$ cat config.mk
export PLATFORM = sky130hd
export DESIGN_NAME = pid_host_seq
export DESIGN_NICKNAME = d
export VERILOG_FILES = /design/src/rtl/pid_host_seq.sv
export SDC_FILE = /design/constraint.sdc
export NUM_CORES = 1
export LEC_CHECK = 0
export BUFFER_PORTS_ARGS = -buffer_cell sky130_fd_sc_hd__buf_2
export CAP_MARGIN = 20
export CORE_ASPECT_RATIO = 0.5
export CORE_MARGIN = 10
export CORE_UTILIZATION = 25
export CTS_CLUSTER_SIZE = 12
export DETAILED_ROUTE_END_ITERATION = 12
export PLACE_DENSITY = 0.42
export SLEW_MARGIN = 40
export SYNTH_ARGS = -nofsm -noshare
export SYNTH_HDL_FRONTEND = slang
export SYNTH_SLANG_ARGS = --single-unit
export TNS_END_PERCENT = 50
$ cat constraint.sdc
create_clock -name clk -period 4.2 [get_ports clk]
set_clock_uncertainty 0.1 [all_clocks]
set_input_delay 0.84 -clock clk [delete_from_list [all_inputs] [get_ports clk]]
set_output_delay 0.84 -clock clk [all_outputs]
set_load 0.005 [all_outputs]
$ cat src/rtl/pid_host_seq.sv
// pid_host_seq: programs pid gain registers, then runs closed-loop iterations against an on-chip plant model.
// Define PID_WDOG_EN to bound the WAIT state with a WDOG_CYCLES watchdog that emits timeout results.
module pid_host_seq #(
  parameter int D_WIDTH = 16,
  parameter int NUM_GAINS = 2,
  parameter int WDOG_CYCLES = 255
) (
  input  logic                         clk,
  input  logic                         rstb,
  input  logic                         start,
  input  logic                         stop,
  input  logic [NUM_GAINS*D_WIDTH-1:0] cfg_gain,
  input  logic                         tgt_valid,
  input  logic [D_WIDTH-1:0]           tgt_data,
  output logic                         tgt_ready,
  output logic                         write_enable,
  output logic [D_WIDTH-1:0]           reg_addr,
  output logic [D_WIDTH-1:0]           reg_data,
  output logic                         iterate_enable,
  output logic [D_WIDTH-1:0]           target,
  output logic [D_WIDTH-1:0]           measurement,
  input  logic [D_WIDTH-1:0]           pid_out,
  input  logic                         pid_out_valid,
  output logic                         res_valid,
  input  logic                         res_ready,
  output logic [D_WIDTH-1:0]           res_target,
  output logic [D_WIDTH-1:0]           res_out,
  output logic [D_WIDTH-1:0]           res_meas,
  output logic                         res_timeout,
  output logic                         busy,
  output logic                         err
);
`ifdef PID_WDOG_EN
  localparam bit WDOG = 1'b1;
`else
  localparam bit WDOG = 1'b0;
`endif
  localparam int IW = $clog2(NUM_GAINS + 1);
  localparam int CW = $clog2(WDOG_CYCLES + 1);
  localparam logic [IW-1:0] LAST_IDX = IW'(NUM_GAINS);
  localparam logic [CW-1:0] WD_LAST = CW'(WDOG_CYCLES - 1);
  localparam logic [D_WIDTH-1:0] MAX_V = {1'b0, {(D_WIDTH-1){1'b1}}};
  localparam logic [D_WIDTH-1:0] MIN_V = {1'b1, {(D_WIDTH-1){1'b0}}};
  typedef enum logic [2:0] {IDLE, CFG, READY, ITER, WAIT, EMIT} state_t;
  state_t state;
  logic [IW-1:0] idx;
  logic [CW-1:0] wdog_cnt;
  logic [NUM_GAINS*D_WIDTH-1:0] gains;
  logic [D_WIDTH:0] sum;
  logic [D_WIDTH-1:0] sum_sat;
  logic done;
  // one extra bit catches signed overflow; disagreeing top bits mean clamp
  always_comb begin
    sum = {measurement[D_WIDTH-1], measurement} + {res_out[D_WIDTH-1], res_out};
    sum_sat = (sum[D_WIDTH] == sum[D_WIDTH-1]) ? sum[D_WIDTH-1:0] : (sum[D_WIDTH] ? MIN_V : MAX_V);
    done = pid_out_valid || (WDOG && wdog_cnt == WD_LAST);
  end
  always_ff @(posedge clk or negedge rstb) begin
    if (!rstb) begin
      state <= IDLE;
      idx <= '0;
      wdog_cnt <= '0;
      gains <= '0;
      write_enable <= 1'b1;
      reg_addr <= '0;
      reg_data <= '0;
      iterate_enable <= 1'b0;
      tgt_ready <= 1'b0;
      target <= '0;
      measurement <= '0;
      res_valid <= 1'b0;
      res_timeout <= 1'b0;
      res_target <= '0;
      res_out <= '0;
      res_meas <= '0;
      busy <= 1'b0;
      err <= 1'b0;
    end else begin
      case (state)
        IDLE: if (start) begin
          state <= CFG;
          busy <= 1'b1;
          err <= 1'b0;
          measurement <= '0;
          gains <= cfg_gain >> D_WIDTH;
          write_enable <= 1'b0;
          reg_addr <= '0;
          reg_data <= cfg_gain[D_WIDTH-1:0];
          idx <= IW'(1);
        end
        // gains are shifted down so the next register value is always in the low slice
        CFG: if (idx == LAST_IDX) begin
          write_enable <= 1'b1;
          tgt_ready <= 1'b1;
          state <= READY;
        end else begin
          reg_addr <= D_WIDTH'(idx);
          reg_data <= gains[D_WIDTH-1:0];
          gains <= gains >> D_WIDTH;
          idx <= idx + 1'b1;
        end
        READY: if (tgt_valid) begin
          target <= tgt_data;
          tgt_ready <= 1'b0;
          iterate_enable <= 1'b1;
          state <= ITER;
        end else if (stop) begin
          tgt_ready <= 1'b0;
          busy <= 1'b0;
          state <= IDLE;
        end
        ITER: begin
          iterate_enable <= 1'b0;
          wdog_cnt <= '0;
          state <= WAIT;
        end
        WAIT: if (done) begin
          res_out <= pid_out_valid ? pid_out : '0;
          res_timeout <= !pid_out_valid;
          err <= err | !pid_out_valid;
          res_target <= target;
          res_meas <= measurement;
          res_valid <= 1'b1;
          state <= EMIT;
        end else begin
          wdog_cnt <= wdog_cnt + 1'b1;
        end
        EMIT: if (res_ready) begin
          res_valid <= 1'b0;
          tgt_ready <= 1'b1;
          state <= READY;
          if (!res_timeout) measurement <= sum_sat;
        end
        default: state <= IDLE;
      endcase
    end
  end
endmodule

==> results of run 1 <==
-- cell usage in the layout, fill, tap and decap left out, types with 6 or more instances in the layout --
cell	instances
sky130_fd_sc_hd__ha_1	17
sky130_fd_sc_hd__nand2_1	52
sky130_fd_sc_hd__mux2i_1	18
sky130_fd_sc_hd__inv_1	8
sky130_fd_sc_hd__maj3_1	8
sky130_fd_sc_hd__clkbuf_16	17
sky130_fd_sc_hd__a21oi_1	18
sky130_fd_sc_hd__a22o_1	17
sky130_fd_sc_hd__nor2_1	16
sky130_fd_sc_hd__buf_2	174
sky130_fd_sc_hd__a21o_1	6
sky130_fd_sc_hd__dfrtp_1	125
sky130_fd_sc_hd__conb_1	14
sky130_fd_sc_hd__o21ai_0	32
sky130_fd_sc_hd__xnor2_1	8
sky130_fd_sc_hd__mux2_2	65
sky130_fd_sc_hd__nor2b_1	8
-- routing by layer --
layer  up-vias  GRT usage
met5         -          0
met4         0    0.04082
met3        15    0.04020
met2        70     0.2048
met1      2188     0.1288
li1       2123          -
-- report_power, final --
part | total, uW | leakage [uW] | internal [uW] | switching [uW]
Combinational | 2590 | 0.00196 | 1260 | 1320
Sequential | 2140 | 0.00161 | 1750 | 386
Clock | 1510 | 0.000287 | 945 | 566
-- final cells by class --
class                      count  area (sq um)  share of cell area
clock inverter                11         142.6             0.01841
inverter                       8         30.03            0.003877
multi-input combinational    344          2620              0.3382
antenna                        1         2.502           0.0003230
sequential                   126          3154              0.4072
timing repair buffer         182         962.2              0.1242
clock buffer                  21         450.4             0.05815
tap                          307         384.1             0.04959
-- per-stage QoR --
stage          worst slack [ps]  power (uW)  utilization
6_report                  883.6        6233       0.3356
5_1_grt                   667.4        6718       0.3355
4_1_cts                   852.5        6367       0.3355
3_5_place_dp              861.4        4808       0.3098
3_3_place_gp              938.8        4717       0.3080
2_1_floorplan              1320        3757            -
-- cell families (layout without fill, tap and decap cells) --
family / after synthesis / count (layout) / share of synthesized area
AO/OA/AOI/OAI: 105 / 105 / 0.1216
XOR/XNOR: 14 / 14 / 0.02377
adder cells (fa/ha/maj): 28 / 28 / 0.05637
buffers and inverters: 45 / 222 / 0.03975
flip-flops: 126 / 126 / 0.5303
multiplexers: 83 / 83 / 0.1533
other: 1 / 15 / 0.0006304
AND/OR/NAND/NOR: 100 / 100 / 0.07426
-- flip-flops by register name (all words and copies together), names as in the netlist --
name / flops
gains: 16
measurement: 16
reg_data: 16
res_meas: 16
res_out: 16
res_target: 16
target: 16
state: 3
idx: 2
reg_addr: 2
busy: 1
err: 1
iterate_enable: 1
res_timeout: 1
res_valid: 1
tgt_ready: 1
write_enable: 1
-- how the worst min path moves through the flow --
stage / startpoint / to / slack (ps) / cells after the start
global placement: gains[13] / gains[13] / 350 / 2
floorplan: gains[12] / gains[12] / 340 / 2
CTS: rstb / res_meas[14] / 300 / 1
global route: rstb / res_meas[14] / 320 / 1
detailed placement: gains[13] / gains[13] / 360 / 2
finish: rstb / res_meas[14] / 290 / 1
==> results.py, run 1 <==
metrics = {
    "outcome": {
        "status": "complete, no violations",
    },
    "setup_path": {
        "startpoint": "measurement[0]",
        "crit_chain": "ha_1 -> fa_1 -> a211oi_1 -> o211ai_1 -> a2111oi_2 -> o31a_2 -> nand2b_1 -> a21oi_1 -> a211o_1",
        "cp-end-kind": "flip-flop",
        "rr_worst_depth": 9,
        "crit-reg2reg-launch": "measurement[0]",
        "timing_worst_setup_path_type": "reg2reg",
        "timing.critical_path.required_ps": 4410,
        "crit_path_leading_delay_family": "compound AO/OA/AOI/OAI gates",
        "worstPathBufferInverterCount": 0,
        "r2r_slack_ps": 880,
        "timing.critical_path.slowest_stage_cell": "sky130_fd_sc_hd__o31a_2",
        "cpPeakStageDelay_ps": 450,
        "rr_endpoint": "measurement[9]",
        "worst_ep_arrival_time_ps": 3520,
        "critPathCapture": "measurement[9]",
        "setup.worst_path.start_class": "flip-flop",
        "cp.depth": 9,
        "worst-path-max-fanout": 15,
    },
    "floorplan": {
        "die_h_um": 129.1,
        "die_w_um": 238.1,
        "start_util": 0.2577,
        "fp-row-count": 39,
        "dieArea_sq_um": 30740,
        "core_region_area_sq_um": 23080,
        "io_pins": 190,
    },
    "place": {
        "placed_instances": 967,
        "detailed_place_hpwl_um": 13120,
        "place_area_sq_um": 7151,
        "io_buffers": 175,
        "place.gp.congestion": 0.7570,
    },
    "layout": {
        "final_layout_size_suffix_gt1_frac": 0.4176,
        "finalNetCount": 768,
        "finalNonFillerCells": 1000,
        "finish.instance_area_sq_um": 7746,
        "n_fill_cell": 2357,
        "syn2layout_area_growth_pct": 30.23,
    },
    "yosys": {
        "syn_inst": 502,
        "synth_top_cell_area_share": 0.5259,
        "yosys-top-cells-count": "125 x sky130_fd_sc_hd__dfrtp_1, 65 x sky130_fd_sc_hd__mux2_2, 52 x sky130_fd_sc_hd__nand2_1, 32 x sky130_fd_sc_hd__o21ai_0, 19 x sky130_fd_sc_hd__nor2_1",
        "mappedNetlistArea_sq_um": 5948,
        "async_reset_ff_frac": 1.000,
        "synth.lib_cells_used.distinct": 54,
        "yosys_most_used_dff": "sky130_fd_sc_hd__dfrtp_1",
        "synth-seq-cells": 126,
        "ys_warn_count": 0,
        "synthDominantAreaCellType": "sky130_fd_sc_hd__dfrtp_1",
        "netlist_top_cells_area": "sky130_fd_sc_hd__dfrtp_1 53%, sky130_fd_sc_hd__mux2_2 12%, sky130_fd_sc_hd__ha_1 3.6%",
        "synth_area_per_cell_sq_um": 11.85,
        "synth.most_common_cell": "sky130_fd_sc_hd__dfrtp_1",
        "yosysSeqAreaShare": 0.5303,
        "post_synth_edffs": 0,
    },
    "timing": {
        "holdWs_ps": 294.0,
        "tightestPinTransition_ps": 810.7,
        "slew-limit-headroom": 0.4595,
        "tns_ps": 0,
        "final-hold-violation-count": 0,
        "max_freq_ghz": 0.3015,
        "final-setup-viol-count": 0,
        "fin_crit_sh": 0.7896,
        "timing.final.max_slew_violations": 0,
        "grt_setup_unrepaired": "false",
        "fin_crit_ps": 3316,
    },
    "cts": {
        "clock_tree_root_driver_cell": "sky130_fd_sc_hd__clkbuf_16",
        "cts.sink_count": 126,
        "ctsHoldBuffers": 0,
        "cts.reportedPaths.clkPinSlew_ps": 60,
        "cts_max_path_buffers": 2,
        "cts_tree": "done",
        "number_of_resized_instances_in_the_post_cts_repair_step": 0,
        "insertion_delay_ps": 430,
        "ctsHtreeMaxLevel": 4,
        "setup_bufs_post_cts": 0,
        "cts_made_buffers": 17,
    },
    "global_routing": {
        "vias_in_the_first_global_route": 4583,
        "grt_overflow_total": 0,
        "grt_first_pass_wirelength_um": 27380,
        "grt_start_max_net_pins": 66,
        "grt.total_usage": 0.1158,
        "number_of_antenna_violations_at_the_first_check_in_global_routing": 0,
    },
    "power": {
        "cellLeakagePower_uw": 0.003861,
        "power_per_cell_area_nw_per_um2": 804.7,
        "power.ir.vdd_worst_uv": 206.5,
    },
    "route": {
        "via_density_per_instance": 4.396,
        "drc": 0,
        "initialDrtViolationCount": 195,
        "final_antenna_net_count": 0,
        "route.detailed.wl_per_inst_um": 17.73,
        "m1WireLength_um": 7532,
        "met3_wl_um": 741,
        "first_pass_iters": 4,
        "top_layer_used": "met4",
        "routed_wirelength_um": 17730,
        "route.met2.wl_um": 9258,
        "route.vias.total": 4396,
    },
    "flow_run": {
        "cap_viol_max_count": 0,
    },
    "hold_path": {
        "timing.hold.worst.class": "in2async",
    },
}
Note: power is estimated with default switching activity, not from simulation.
==> inputs of run 2 (changes only) <==
==> constraint.sdc (replaced) <==
create_clock -name clk -period 3.1 [get_ports clk]
set_clock_uncertainty 0.1 [all_clocks]
set_input_delay 0.62 -clock clk [delete_from_list [all_inputs] [get_ports clk]]
set_output_delay 0.62 -clock clk [all_outputs]
set_load 0.005 [all_outputs]
==> results.py, run 2 (synthesis gave the netlist of run 1 again) <==
metrics = {
    "floorplan": {
        "core_region_area_sq_um": 23080,
        "die_h_um": 129.1,
        "start_util": 0.2577,
        "die_w_um": 238.1,
        "io_pins": 190,
        "dieArea_sq_um": 30740,
        "fp-row-count": 39,
    },
    "cts": {
        "cts_made_buffers": 17,
        "insertion_delay_ps": 430,
        "cts.reportedPaths.clkPinSlew_ps": 60,
        "cts.sink_count": 126,
        "cts_max_path_buffers": 2,
        "cts_tree": "done",
        "ctsHoldBuffers": 0,
        "clock_tree_root_driver_cell": "sky130_fd_sc_hd__clkbuf_16",
        "ctsHtreeMaxLevel": 4,
    },
    "layout": {
        "final_cell_mix": "174 x sky130_fd_sc_hd__buf_2, 125 x sky130_fd_sc_hd__dfrtp_1, 65 x sky130_fd_sc_hd__mux2_2",
        "antenna_cells": 0,
        "n_fill_cell": 2341,
        "finalNetCount": 776,
        "final_layout_size_suffix_gt1_frac": 0.4229,
        "syn2layout_area_growth_pct": 31.05,
        "final_common_cell": "sky130_fd_sc_hd__buf_2",
    },
    "route": {
        "drc": 0,
        "initialDrtViolationCount": 207,
        "first_pass_iters": 5,
        "via_density_per_instance": 4.378,
        "route.detailed.wl_per_inst_um": 17.76,
        "routed_wirelength_um": 17890,
        "final_antenna_net_count": 0,
        "route.vias.total": 4409,
    },
    "setup_path": {
        "timing_worst_setup_path_type": "reg2reg",
        "timing.critical_path.required_ps": 3300,
        "worst_ep_arrival_time_ps": 3100,
        "cp-end-kind": "flip-flop",
        "setup.worst_path.start_class": "flip-flop",
        "worst-path-max-fanout": 4,
    },
    "place": {
        "io_buffers": 175,
        "detailed_place_hpwl_um": 13190,
        "place.gp.congestion": 0.7698,
    },
    "timing": {
        "holdWs_ps": 79.84,
        "slew-limit-headroom": 0.5138,
        "max_freq_ghz": 0.3448,
        "final-hold-violation-count": 0,
        "timing.final.max_slew_violations": 0,
        "fin_crit_sh": 0.9355,
        "tns_ps": 0,
        "tightestPinTransition_ps": 727.6,
        "grt_setup_unrepaired": "false",
        "final-setup-viol-count": 0,
        "fin_crit_ps": 2900,
    },
    "global_routing": {
        "grt_first_pass_wirelength_um": 28250,
        "vias_in_the_first_global_route": 4686,
        "grt_overflow_total": 0,
        "grt_start_max_net_pins": 62,
        "number_of_antenna_violations_at_the_first_check_in_global_routing": 0,
        "grt.total_usage": 0.1189,
    },
    "flow_run": {
        "cap_viol_max_count": 0,
    },
    "power": {
        "power.ir.vdd_worst_uv": 299.1,
        "power.clock.fraction": 0.238,
        "p_seq_frac": 0.342,
        "p_int_uw": 5380,
        "p_comb_frac": 0.419,
        "p_switching_uw": 3059,
        "cellLeakagePower_uw": 0.003891,
        "power_per_cell_area_nw_per_um2": 1083,
        "swShare": 0.3625,
    },
    "hold_path": {
        "timing.hold.worst.class": "in2async",
    },
    "outcome": {
        "status": "complete, no violations",
    },
}
[run 2: metrics by stage]
step | std cells | setup slack, ps | total power (uW) | utilization | cell area, sq um
4_1_cts | 1007 | 107.2 | 8626 | 0.3374 | 7787
3_3_place_gp | 975 | 202.4 | 6511 | 0.3123 | 7208
6_report | 1007 | 200.0 | 8439 | 0.3377 | 7795
2_1_floorplan | 515 | 220.0 | 5091 | - | 5997
3_5_place_dp | 975 | 139.6 | 6541 | 0.3123 | 7208
5_1_grt | 1007 | 8.141 | 9148 | 0.3377 | 7795
[run 2: worst max-delay path: stages, from the launching register on]
cell,delay (ps)
sky130_fd_sc_hd__dfrtp_1,390
sky130_fd_sc_hd__ha_1,220
sky130_fd_sc_hd__fa_2,380
sky130_fd_sc_hd__a211oi_2,240
sky130_fd_sc_hd__o211ai_1,190
sky130_fd_sc_hd__a2111oi_2,470
sky130_fd_sc_hd__o31a_2,240
sky130_fd_sc_hd__nand2b_1,190
sky130_fd_sc_hd__nor2_1,80
sky130_fd_sc_hd__a221o_1,280
[run 2: worst paths after layout]
check | start | end | slack [ps] | depth (start not counted)
max | res_out[0] | measurement[8] | 200 | 9
min | rstb | iterate_enable | 80 | 1
max reg2reg | res_out[0] | measurement[8] | 200 | 9
min reg2reg | gains[13] | gains[13] | 370 | 2
max in group asynchronous | rstb | write_enable | 2120 | 2
min in group clk | cfg_gain[19] | gains[3] | 310 | 2
[run 2: timing repair]
action | 4_1_cts | 5_1_grt
setup buffers | 0 | 0
setup endpoints to repair | 0 | 8
resized for setup | 0 | 2
[run 2: layer usage]
| metal | GRT usage | wire, um | vias to the layer above |
|---|---|---|---|
| met5 | 0 | 0 | - |
| met4 | 0.03596 | 167 | 0 |
| met3 | 0.03957 | 850 | 13 |
| met2 | 0.2065 | 9335 | 82 |
| met1 | 0.1382 | 7531 | 2170 |
| li1 | - | - | 2144 |
[run 2: layout make-up]
type | count | area [sq um] | area share
clock buffers | 24 | 461.7 | 0.05923
repair buffers | 190 | 1020 | 0.1308
flip-flops and latches | 126 | 3154 | 0.4047
well taps | 307 | 384.1 | 0.04928
clock inverters | 8 | 117.6 | 0.01509
inverters | 8 | 30.03 | 0.003852
multi-input cells | 344 | 2628 | 0.3371
[run 2: power groups by stage]
| stage | sequential [uW] | combinational (uW) | clock (uW) |
|---|---|---|---|
| after global routing | 3010 | 3970 | 2170 |
| final | 2890 | 3540 | 2010 |
| after CTS | 2910 | 3620 | 2090 |
| after floorplan | 2850 | 2240 | 0 |
| after global placement | 2910 | 3610 | 0 |
| after detailed placement | 2940 | 3610 | 0 |
